[src/rtl/conv_pkg.sv]
// Shared definitions for the convolution window generator and the PE it feeds.
package conv_pkg;

  localparam int PIC_BITS    = 2;
  localparam int KERNEL_SIZE = 5;
  localparam int WIN_N       = KERNEL_SIZE * KERNEL_SIZE;

  typedef logic [PIC_BITS-1:0] pixel_t;
  typedef pixel_t win_t [WIN_N-1:0];

endpackage

[src/rtl/conv_window_gen_line_buffer.sv]
// One image row of delay: a circular buffer that returns the pixel written
// DEPTH accepted pixels ago and overwrites it with the new one.
module line_buffer
  import conv_pkg::*;
#(
  parameter int WIDTH = PIC_BITS,
  parameter int DEPTH = 8
) (
  input  logic             clk,
  input  logic             rst_n,
  input  logic             en,
  input  logic [WIDTH-1:0] din,
  output logic [WIDTH-1:0] dout
);

  localparam int AW = (DEPTH > 1) ? $clog2(DEPTH) : 1;

  logic [WIDTH-1:0] r_mem [DEPTH];
  logic [AW-1:0]    r_ptr;

  // Read-before-write: the slot under the pointer holds the oldest pixel.
  assign dout = r_mem[r_ptr];

  // Circular pointer, advanced once per accepted pixel.
  always_ff @(posedge clk) begin
    if (!rst_n) begin
      r_ptr <= '0;
    end else if (en) begin
      r_ptr <= (r_ptr == AW'(DEPTH - 1)) ? '0 : r_ptr + 1'b1;
    end
  end

  // Storage is not reset; stale contents are masked by the row gate upstream.
  always_ff @(posedge clk) begin
    if (en) begin
      r_mem[r_ptr] <= din;
    end
  end

endmodule

[src/rtl/conv_window_gen.sv]
// Streaming K x K valid-mode window generator for a raster-order image.
// K-1 chained line buffers supply the vertical column, a K x K shift register
// holds the sliding window, and a window is registered out for every pixel
// at row >= K-1 and column >= K-1.
module conv_window_gen
  import conv_pkg::*;
#(
  parameter int pic_bits    = PIC_BITS,
  parameter int kernel_size = KERNEL_SIZE,
  parameter int IMG_W       = 8,
  parameter int IMG_H       = 6
) (
  input  logic                       clk,
  input  logic                       rst_n,
  input  logic                       pix_valid,
  input  logic [pic_bits-1:0]        pix_in,
  output logic                       win_valid,
  output logic [pic_bits-1:0]        win [kernel_size*kernel_size-1:0],
  output logic [$clog2(IMG_H)-1:0]   win_row,
  output logic [$clog2(IMG_W)-1:0]   win_col,
  output logic                       frame_done
);

  localparam int K  = kernel_size;
  localparam int RW = $clog2(IMG_H);
  localparam int CW = $clog2(IMG_W);

  localparam logic [RW-1:0] ROW_GATE = RW'(K - 1);
  localparam logic [CW-1:0] COL_GATE = CW'(K - 1);
  localparam logic [RW-1:0] ROW_LAST = RW'(IMG_H - 1);
  localparam logic [CW-1:0] COL_LAST = CW'(IMG_W - 1);

  logic [RW-1:0]       r_row;
  logic [CW-1:0]       r_col;
  logic                w_en;
  logic                w_emit;
  logic                w_last_pix;
  logic [pic_bits-1:0] w_lb_out [K-1];
  logic [pic_bits-1:0] w_col    [K];
  logic [pic_bits-1:0] r_sr     [K][K];
  logic [pic_bits-1:0] w_next   [K][K];

  // A pixel sampled while reset is low is dropped everywhere.
  assign w_en = pix_valid & rst_n;

  // Line buffer k delays the stream by k+1 rows.
  for (genvar k = 0; k < K - 1; k++) begin : g_lb
    if (k == 0) begin : g_first
      line_buffer #(.WIDTH(pic_bits), .DEPTH(IMG_W)) u_lb (
        .clk(clk), .rst_n(rst_n), .en(w_en), .din(pix_in), .dout(w_lb_out[k])
      );
    end else begin : g_chain
      line_buffer #(.WIDTH(pic_bits), .DEPTH(IMG_W)) u_lb (
        .clk(clk), .rst_n(rst_n), .en(w_en), .din(w_lb_out[k-1]), .dout(w_lb_out[k])
      );
    end
    assign w_col[K-2-k] = w_lb_out[k];
  end
  assign w_col[K-1] = pix_in;

  assign w_emit     = pix_valid && (r_row >= ROW_GATE) && (r_col >= COL_GATE);
  assign w_last_pix = (r_row == ROW_LAST) && (r_col == COL_LAST);

  // Window after this pixel: shift every row one column left, load the new column.
  always_comb begin
    for (int i = 0; i < K; i++) begin
      for (int j = 0; j < K - 1; j++) begin
        w_next[i][j] = r_sr[i][j+1];
      end
      w_next[i][K-1] = w_col[i];
    end
  end

  // Raster position of the next accepted pixel.
  always_ff @(posedge clk) begin
    if (!rst_n) begin
      r_row <= '0;
      r_col <= '0;
    end else if (pix_valid) begin
      if (r_col == COL_LAST) begin
        r_col <= '0;
        r_row <= (r_row == ROW_LAST) ? '0 : r_row + 1'b1;
      end else begin
        r_col <= r_col + 1'b1;
      end
    end
  end

  // Sliding window storage; contents are only exposed through the gated output.
  always_ff @(posedge clk) begin
    if (w_en) begin
      r_sr <= w_next;
    end
  end

  // Registered window output; win and position hold between emissions.
  always_ff @(posedge clk) begin
    if (!rst_n) begin
      win_valid  <= 1'b0;
      frame_done <= 1'b0;
      win_row    <= '0;
      win_col    <= '0;
      for (int n = 0; n < K * K; n++) begin
        win[n] <= '0;
      end
    end else begin
      win_valid  <= w_emit;
      frame_done <= w_emit && w_last_pix;
      if (w_emit) begin
        win_row <= r_row - ROW_GATE;
        win_col <= r_col - COL_GATE;
        for (int i = 0; i < K; i++) begin
          for (int j = 0; j < K; j++) begin
            win[i*K+j] <= w_next[i][j];
          end
        end
      end
    end
  end

endmodule

[config.mk]
export PLATFORM = sky130hd
export DESIGN_NAME = conv_window_gen
export DESIGN_NICKNAME = d
export VERILOG_FILES = /design/src/rtl/conv_pkg.sv /design/src/rtl/conv_window_gen_line_buffer.sv /design/src/rtl/conv_window_gen.sv
export SDC_FILE = /design/constraint.sdc
export NUM_CORES = 1
export LEC_CHECK = 0
export CORE_MARGIN = 4
export CORE_UTILIZATION = 53
export DETAILED_ROUTE_END_ITERATION = 16
export GPL_TIMING_DRIVEN = 1
export PLACE_DENSITY_LB_ADDON = 0.12
export REMOVE_ABC_BUFFERS = 1
export SLEW_MARGIN = 10
export SYNTH_ARGS = -nofsm -noshare
export SYNTH_HDL_FRONTEND = slang
export SYNTH_SLANG_ARGS = --single-unit
[constraint.sdc]
create_clock -name clk -period 7.2 [get_ports clk]
set_clock_uncertainty 0.05 [all_clocks]
set_input_delay 2.16 -clock clk [delete_from_list [all_inputs] [get_ports clk]]
set_output_delay 2.16 -clock clk [all_outputs]
set_load 0.02 [all_outputs]
==> metrics.yaml, run 1 <==
run_status:
  outcome: "complete, no violations"
routing:
  vias: 4032
  final_antenna_net_count: 0
  drc: 0
  dr.pass1.iters: 4
  wl_per_cell_um: 15.57
  first_iter_violations: 218
  vias_per_cell: 5.169
  wl_um: 12140
sta:
  setup_viol: 0
  setup_slack_ns: 2.605
  fmax_mhz: 217.6
  rsz0062_at_grt: "false"
  tns_ns: 0
  finalCritPeriodShare_pct: 63.82
  finalMaxSlewViolations: 0
  relSlewSlack_pct: 27.13
  hold_violations: 0
  period_needed_ns: 4.595
  worstMarginPinSlew_ns: 1.093
critical_path:
  path_max_fanout: 44
  r2r_cells: 3
  critPathRequiredTime_ns: 7.24
  cp.arrival_ns: 4.64
  regToRegStartpoint: "r_row[2]"
  startpoint: "pix_valid"
  cp-end-kind: "flip-flop"
  critical_path_class: "in2reg"
  start_kind: "input port"
  regToRegEndpoint: "frame_done"
  cp-endpoint: "g_lb[1].g_chain.u_lb.r_mem[4][1]"
  regToRegSetupSlack_ns: 5.28
logic_synthesis:
  postSynthCellCount: 539
  syn_area_mm2: 0.007073
  ys_ff_latch: 192
  synth-seq-area-share_pct: 69.06
  ys_warn_count: 0
  synth.avg_cell_area_um2: 13.12
  ys_types: 29
placement:
  numPortBuffers: 62
  dp_worst_setup_slack_ns: 2.122
  finalWeightedCongestion: 0.7491
  dpl_cell_area_mm2: 0.007776
  dp_hpwl_um: 7898
layout:
  multi_input_area_mm2: 0.002001
  finish.utilization_pct: 65.13
  layout-drive-gt1-share_pct: 7.237
  seqCellArea_mm2: 0.004885
  fin_area_mm2: 0.008353
  fillCellCount: 950
  n_antenna_cell: 0
  layout.nets: 610
  syn_to_final_growth_pct: 18.10
global_routing:
  antenna_found_initial: 0
  grt.total_usage_pct: 17.32
  grt_pass1_wl_um: 19970
  grt_max_degree: 77
  globalRouteOverflowTotal: 0
  first_global_vias: 4074
cts:
  cts_tree: "yes"
  clockBufferDepth: 2
  cts_buffers: 17
  cts_sinks: 192
  insertion_delay_ns: 0.42
  cts_root_buffer: "clkbuf_16"
  cts_htree_levels: 4
  path_clk_slew_ns: 0.06
  postCtsHoldBufs: 0
  postCtsSetupBuffers: 0
  ctsResizeCount: 0
power:
  p_switching_w: 0.0004465
  switching_share_pct: 20.22
  powerDensity_mw_per_mm2: 264.3
  p_leak_nw: 2.839
  comb_power_share_pct: 3.7
  p_int_w: 0.001761
  pwr-share-seq_pct: 54.9
  pwr-share-clk_pct: 41.5
  ir_drop_mv: 0.1635
min_path:
  hold_class: "reg2reg"
floorplanning:
  fp.dieH_um: 123.5
  initial_core_util_pct: 55.15
  io_pins: 63
  dieArea_mm2: 0.01526
  core_mm2: 0.01282
  fp.dieW_um: 123.5
  rows: 41
job:
  drv_cap: 0
## layout make-up
type,instances,share of cell area (%)
Clock inverter,14,1.768
Timing Repair Buffer,64,7.549
Sequential cell,192,58.48
Clock buffer,18,5.138
Tap cell,172,2.576
Inverter,12,0.5392
Multi-Input combinational cell,308,23.95
## synth_stat cells (all sizes together)
cell	count	area (um^2)
nor4	4	25.02
or3	1	6.260
clkbuf	10	37.54
o21ai	8	40.04
nor2	17	63.81
a21oi	8	40.04
ha	10	125.1
nor2b	13	81.33
edfxtp	104	3123
mux4	8	180.2
o22ai	3	18.77
and3	3	18.77
or3b	1	8.760
and2	5	31.28
dfxtp	88	1762
xnor2	1	8.760
nand2b	5	31.28
and4	1	8.760
a21boi	48	360.4
nand3	2	10.01
buf	17	111.4
inv	12	45.04
nor3	16	80.08
mux2i	44	440.4
nand2	110	415.4
## power groups by stage
stage	Combinational, W	Sequential, W	Clock (W)
floorplan	0.0000543	0.00123	0
global placement	0.0000797	0.00123	0
detailed placement	0.0000826	0.00124	0
CTS	0.0000829	0.00121	0.000930
global route	0.0000902	0.00121	0.000979
finish	0.0000811	0.00121	0.000915
## cells in the final DEF, fill, tap and decap left out, drive strengths merged, types with 5 or more instances in the layout
master and count:
clkdlybuf4s50 61, nand2 110, a21oi 8, clkbuf 18, o21ai 8, nand2b 5
edfxtp 104, and2 5, nor2 17, nor2b 13, a21boi 48, dfxtp 88
nor3 16, mux4 8, clkinv 9, inv 12, ha 10, mux2i 44
## state kept, by name, summed over array words and instances (netlist names), named ones only
register and flops:
g_lb.g_chain.u_lb.r_ptr 9, win_valid 1, r_sr 40, g_lb.g_chain.u_lb.r_mem 48, win 50, win_col 3
g_lb.g_first.u_lb.r_ptr 3, win_row 3, frame_done 1, r_col 3, r_row 3, g_lb.g_first.u_lb.r_mem 16
## per-stage QoR
stage	total power [W]	instances	hold WS, ns
after global placement	0.001314	748	0.3800
final	0.002208	780	0.4004
after floorplan	0.001282	512	0.3762
after detailed placement	0.001318	748	0.3865
after global routing	0.002284	780	0.4057
after CTS	0.002225	780	0.4023
## worst min path at each step
stage | from | to | slack (ns) | cells after the start
6_report | r_sr[23] | r_sr[25] | 0.40 | 0
5_1_grt | r_sr[23] | r_sr[25] | 0.41 | 0
4_1_cts | r_sr[23] | r_sr[25] | 0.40 | 0
3_5_place_dp | r_sr[40] | r_sr[42] | 0.39 | 0
3_3_place_gp | r_sr[22] | r_sr[24] | 0.38 | 0
2_1_floorplan | r_sr[10] | r_sr[12] | 0.38 | 0
## worst max-delay path: stages
cell and delay, ns:
clkdlybuf4s50_1 0.45, buf_4 0.30, nand2_2 0.30, inv_2 0.82, nand2_1 0.26, nor3_1 0.34
## logic make-up (layout without fill, tap and decap cells)
| family | after synthesis | count (layout) | synth area share [%] |
|---|---|---|---|
| XOR/XNOR | 1 | 1 | 0.1239 |
| buffers and inverters | 39 | 108 | 2.742 |
| multiplexers | 52 | 52 | 8.774 |
| AO/OA/AOI/OAI | 67 | 67 | 6.492 |
| AND/OR/NAND/NOR | 178 | 178 | 11.04 |
| adder cells (fa/ha/maj) | 10 | 10 | 1.769 |
| flip-flops | 192 | 192 | 69.06 |
## metal layers
metal  global-route usage, %  vias to the layer above  routed length [um]
met5                       0                        -                   0
met4                   6.851                        0                 191
met3                   3.705                       18                 460
met2                   28.88                       78                5907
met1                   22.18                     1931                5582
li1                        -                     2005                   -
(Power assumes the default switching activity.)
==> run 2, diff against run 1 <==
==> constraint.sdc (replaced) <==
create_clock -name clk -period 4.7 [get_ports clk]
set_clock_uncertainty 0.05 [all_clocks]
set_input_delay 1.41 -clock clk [delete_from_list [all_inputs] [get_ports clk]]
set_output_delay 1.41 -clock clk [all_outputs]
set_load 0.02 [all_outputs]
==> run 2 against run 1 <==
  * Final cell count increased by 0.77%
  * Design area increased by 1.2%
  * Sequential power increased by 53%
  * Combinational power increased by 54%
  * Utilization increased by 0.77 points
  * Clock power increased by 64%
  * Sequential share of layout area decreased by 0.68 points
  * Setup slack got worse by 1.3 ns
  * Critical path type unchanged
==> metrics.yaml, run 2 (synthesis gave the netlist of run 1 again) <==
power:
  p_leak_nw: 2.896  # was 2.839 nW
  powerDensity_mw_per_mm2: 411.5  # was 264.3 mW/mm^2
  ir_drop_mv: 0.2603  # was 0.1635 mV
  p_total_w: 0.003478  # was 0.002208 W
cts:
  cts_buffers: 17  # unchanged
  cts_htree_levels: 4  # unchanged
  cts_tree: "yes"  # unchanged
  cts_root_buffer: "clkbuf_16"  # unchanged
  insertion_delay_ns: 0.42  # about the same
  path_clk_slew_ns: 0.06  # about the same
  clockBufferDepth: 2  # unchanged
  postCtsSetupBuffers: 0  # unchanged
  ctsResizeCount: 0  # unchanged
  cts_sinks: 192  # unchanged
  postCtsHoldBufs: 0  # unchanged
sta:
  hold_violations: 0  # unchanged
  setup_viol: 0  # unchanged
  setup_slack_ns: 1.355  # was 2.605 ns
  relSlewSlack_pct: 58.17  # was 27.13%
  fmax_mhz: 298.9
  period_needed_ns: 3.345
  rsz0062_at_grt: "false"  # unchanged
  finalMaxSlewViolations: 0  # unchanged
  worstMarginPinSlew_ns: 0.6217  # was 1.093 ns
  tns_ns: 0  # unchanged
  finalCritPeriodShare_pct: 71.18
placement:
  finalWeightedCongestion: 0.8109  # was 0.7491
  dpl_cell_area_mm2: 0.007821  # was 0.007776 mm^2
  dp_hpwl_um: 7972  # was 7898 um
  dp_worst_setup_slack_ns: 0.8831  # was 2.122 ns
  numPortBuffers: 62  # unchanged
critical_path:
  cp-end-kind: "flip-flop"  # unchanged
  regToRegSetupSlack_ns: 2.91  # was 5.28 ns
  start_kind: "input port"  # unchanged
  crit_chain: "clkdlybuf4s50_1, nand2_2, inv_2, nand2_1, nor3_1"  # was clkdlybuf4s50_1, buf_4, nand2_2, inv_2, nand2_1, nor3_1
  worst-path-buf-inv: 2  # was 3
  critical_path_class: "in2reg"  # unchanged
  crit_family: "buffers and inverters"  # unchanged
  crit_slowest_cell: "clkdlybuf4s50_1"  # was inv_2
  cp.arrival_ns: 3.39  # was 4.64 ns
  critPathRequiredTime_ns: 4.75  # was 7.24 ns
  cpPeakStageDelay_ns: 0.75  # was 0.82 ns
  path_max_fanout: 18  # was 44
floorplanning:
  dieArea_mm2: 0.01526  # unchanged
  fp.dieH_um: 123.5  # unchanged
  fp.dieW_um: 123.5  # unchanged
  core_mm2: 0.01282  # unchanged
  io_pins: 63  # unchanged
  rows: 41  # unchanged
  initial_core_util_pct: 55.15  # unchanged
global_routing:
  grt_max_degree: 76  # was 77
  grt.total_usage_pct: 16.52  # was 17.32%
  first_global_vias: 3961  # was 4,074
  antenna_found_initial: 0  # unchanged
  globalRouteOverflowTotal: 0  # unchanged
  grt_pass1_wl_um: 19120  # was 19,970 um
min_path:
  hold_class: "reg2reg"  # unchanged
layout:
  layout-drive-gt1-share_pct: 8.306  # was 7.237%
  final_common_cell: "nand2_1"  # unchanged
  layout.nets: 616  # was 610
  seqCellArea_mm2: 0.004885  # unchanged
  n_antenna_cell: 0  # unchanged
  syn_to_final_growth_pct: 19.49  # was 18.10%
  fillCellCount: 962  # was 950
  top_regs: "win x50, g_lb.g_chain.u_lb.r_mem x48, r_sr x40"  # unchanged
  multi_input_area_mm2: 0.002001  # unchanged
  largest_reg_flops: 50  # unchanged
  layout_common_cells: "nand2_1 (109), edfxtp_1 (104), dfxtp_1 (88)"  # unchanged
  fin_area_mm2: 0.008452  # was 0.008353 mm^2
  regMostFlops: "win"  # unchanged
routing:
  first_iter_violations: 237  # was 218
  final_antenna_net_count: 0  # unchanged
  drc: 0  # unchanged
  vias_per_cell: 5.150  # was 5.169
  wl_per_cell_um: 14.92  # was 15.57 um
  wl_um: 11730  # was 12,140 um
  dr.pass1.iters: 4  # unchanged
  vias: 4048  # was 4,032
run_status:
  outcome: "complete, no violations"  # unchanged
job:
  drv_cap: 0  # unchanged
==> run 2: final timing paths <==
kind,start,to,cells after the start
max,pix_valid,g_lb[0].g_first.u_lb.r_mem[4][1],5
min,r_sr[21],r_sr[23],0
max reg2reg,flip-flop,g_lb[1].g_chain.u_lb.r_mem[1][1],3
min reg2reg,r_sr[21],r_sr[23],0
==> run 2: metrics by stage <==
step / instances / hold WS [ns] / util, %
3_5_place_dp: 754 / 0.3835 / 60.99
5_1_grt: 786 / 0.3953 / 65.90
2_1_floorplan: 512 / 0.3762 / -
6_report: 786 / 0.3964 / 65.90
3_3_place_gp: 754 / 0.3798 / 60.99
4_1_cts: 786 / 0.3952 / 65.90
==> run 2: final cells by class <==
type / instances / area share (%)
sequential: 192 / 57.79
multi-input combinational: 308 / 23.67
timing repair buffer: 70 / 7.994
clock buffer: 22 / 5.611
tap: 172 / 2.546
clock inverter: 10 / 1.850
inverter: 12 / 0.5329
==> run 2: where the power goes <==
part / total [W] / switching, W / internal, W
combinational: 0.000125 / 0.0000696 / 0.0000557
sequential: 0.00185 / 0.0000357 / 0.00182
clock: 0.00150 / 0.000567 / 0.000931
total: 0.00348 / 0.000672 / 0.00281
==> run 2: per-layer routing <==
layer | global-route usage, % | share of wire, % | vias to the layer above
met1 | 21.16 | 46 | 1943
li1 | - | - | 2018
met4 | 6.782 | 1.5 | 0
met5 | 0 | 0 | -
met3 | 4.117 | 4.5 | 13
met2 | 27.01 | 48 | 74
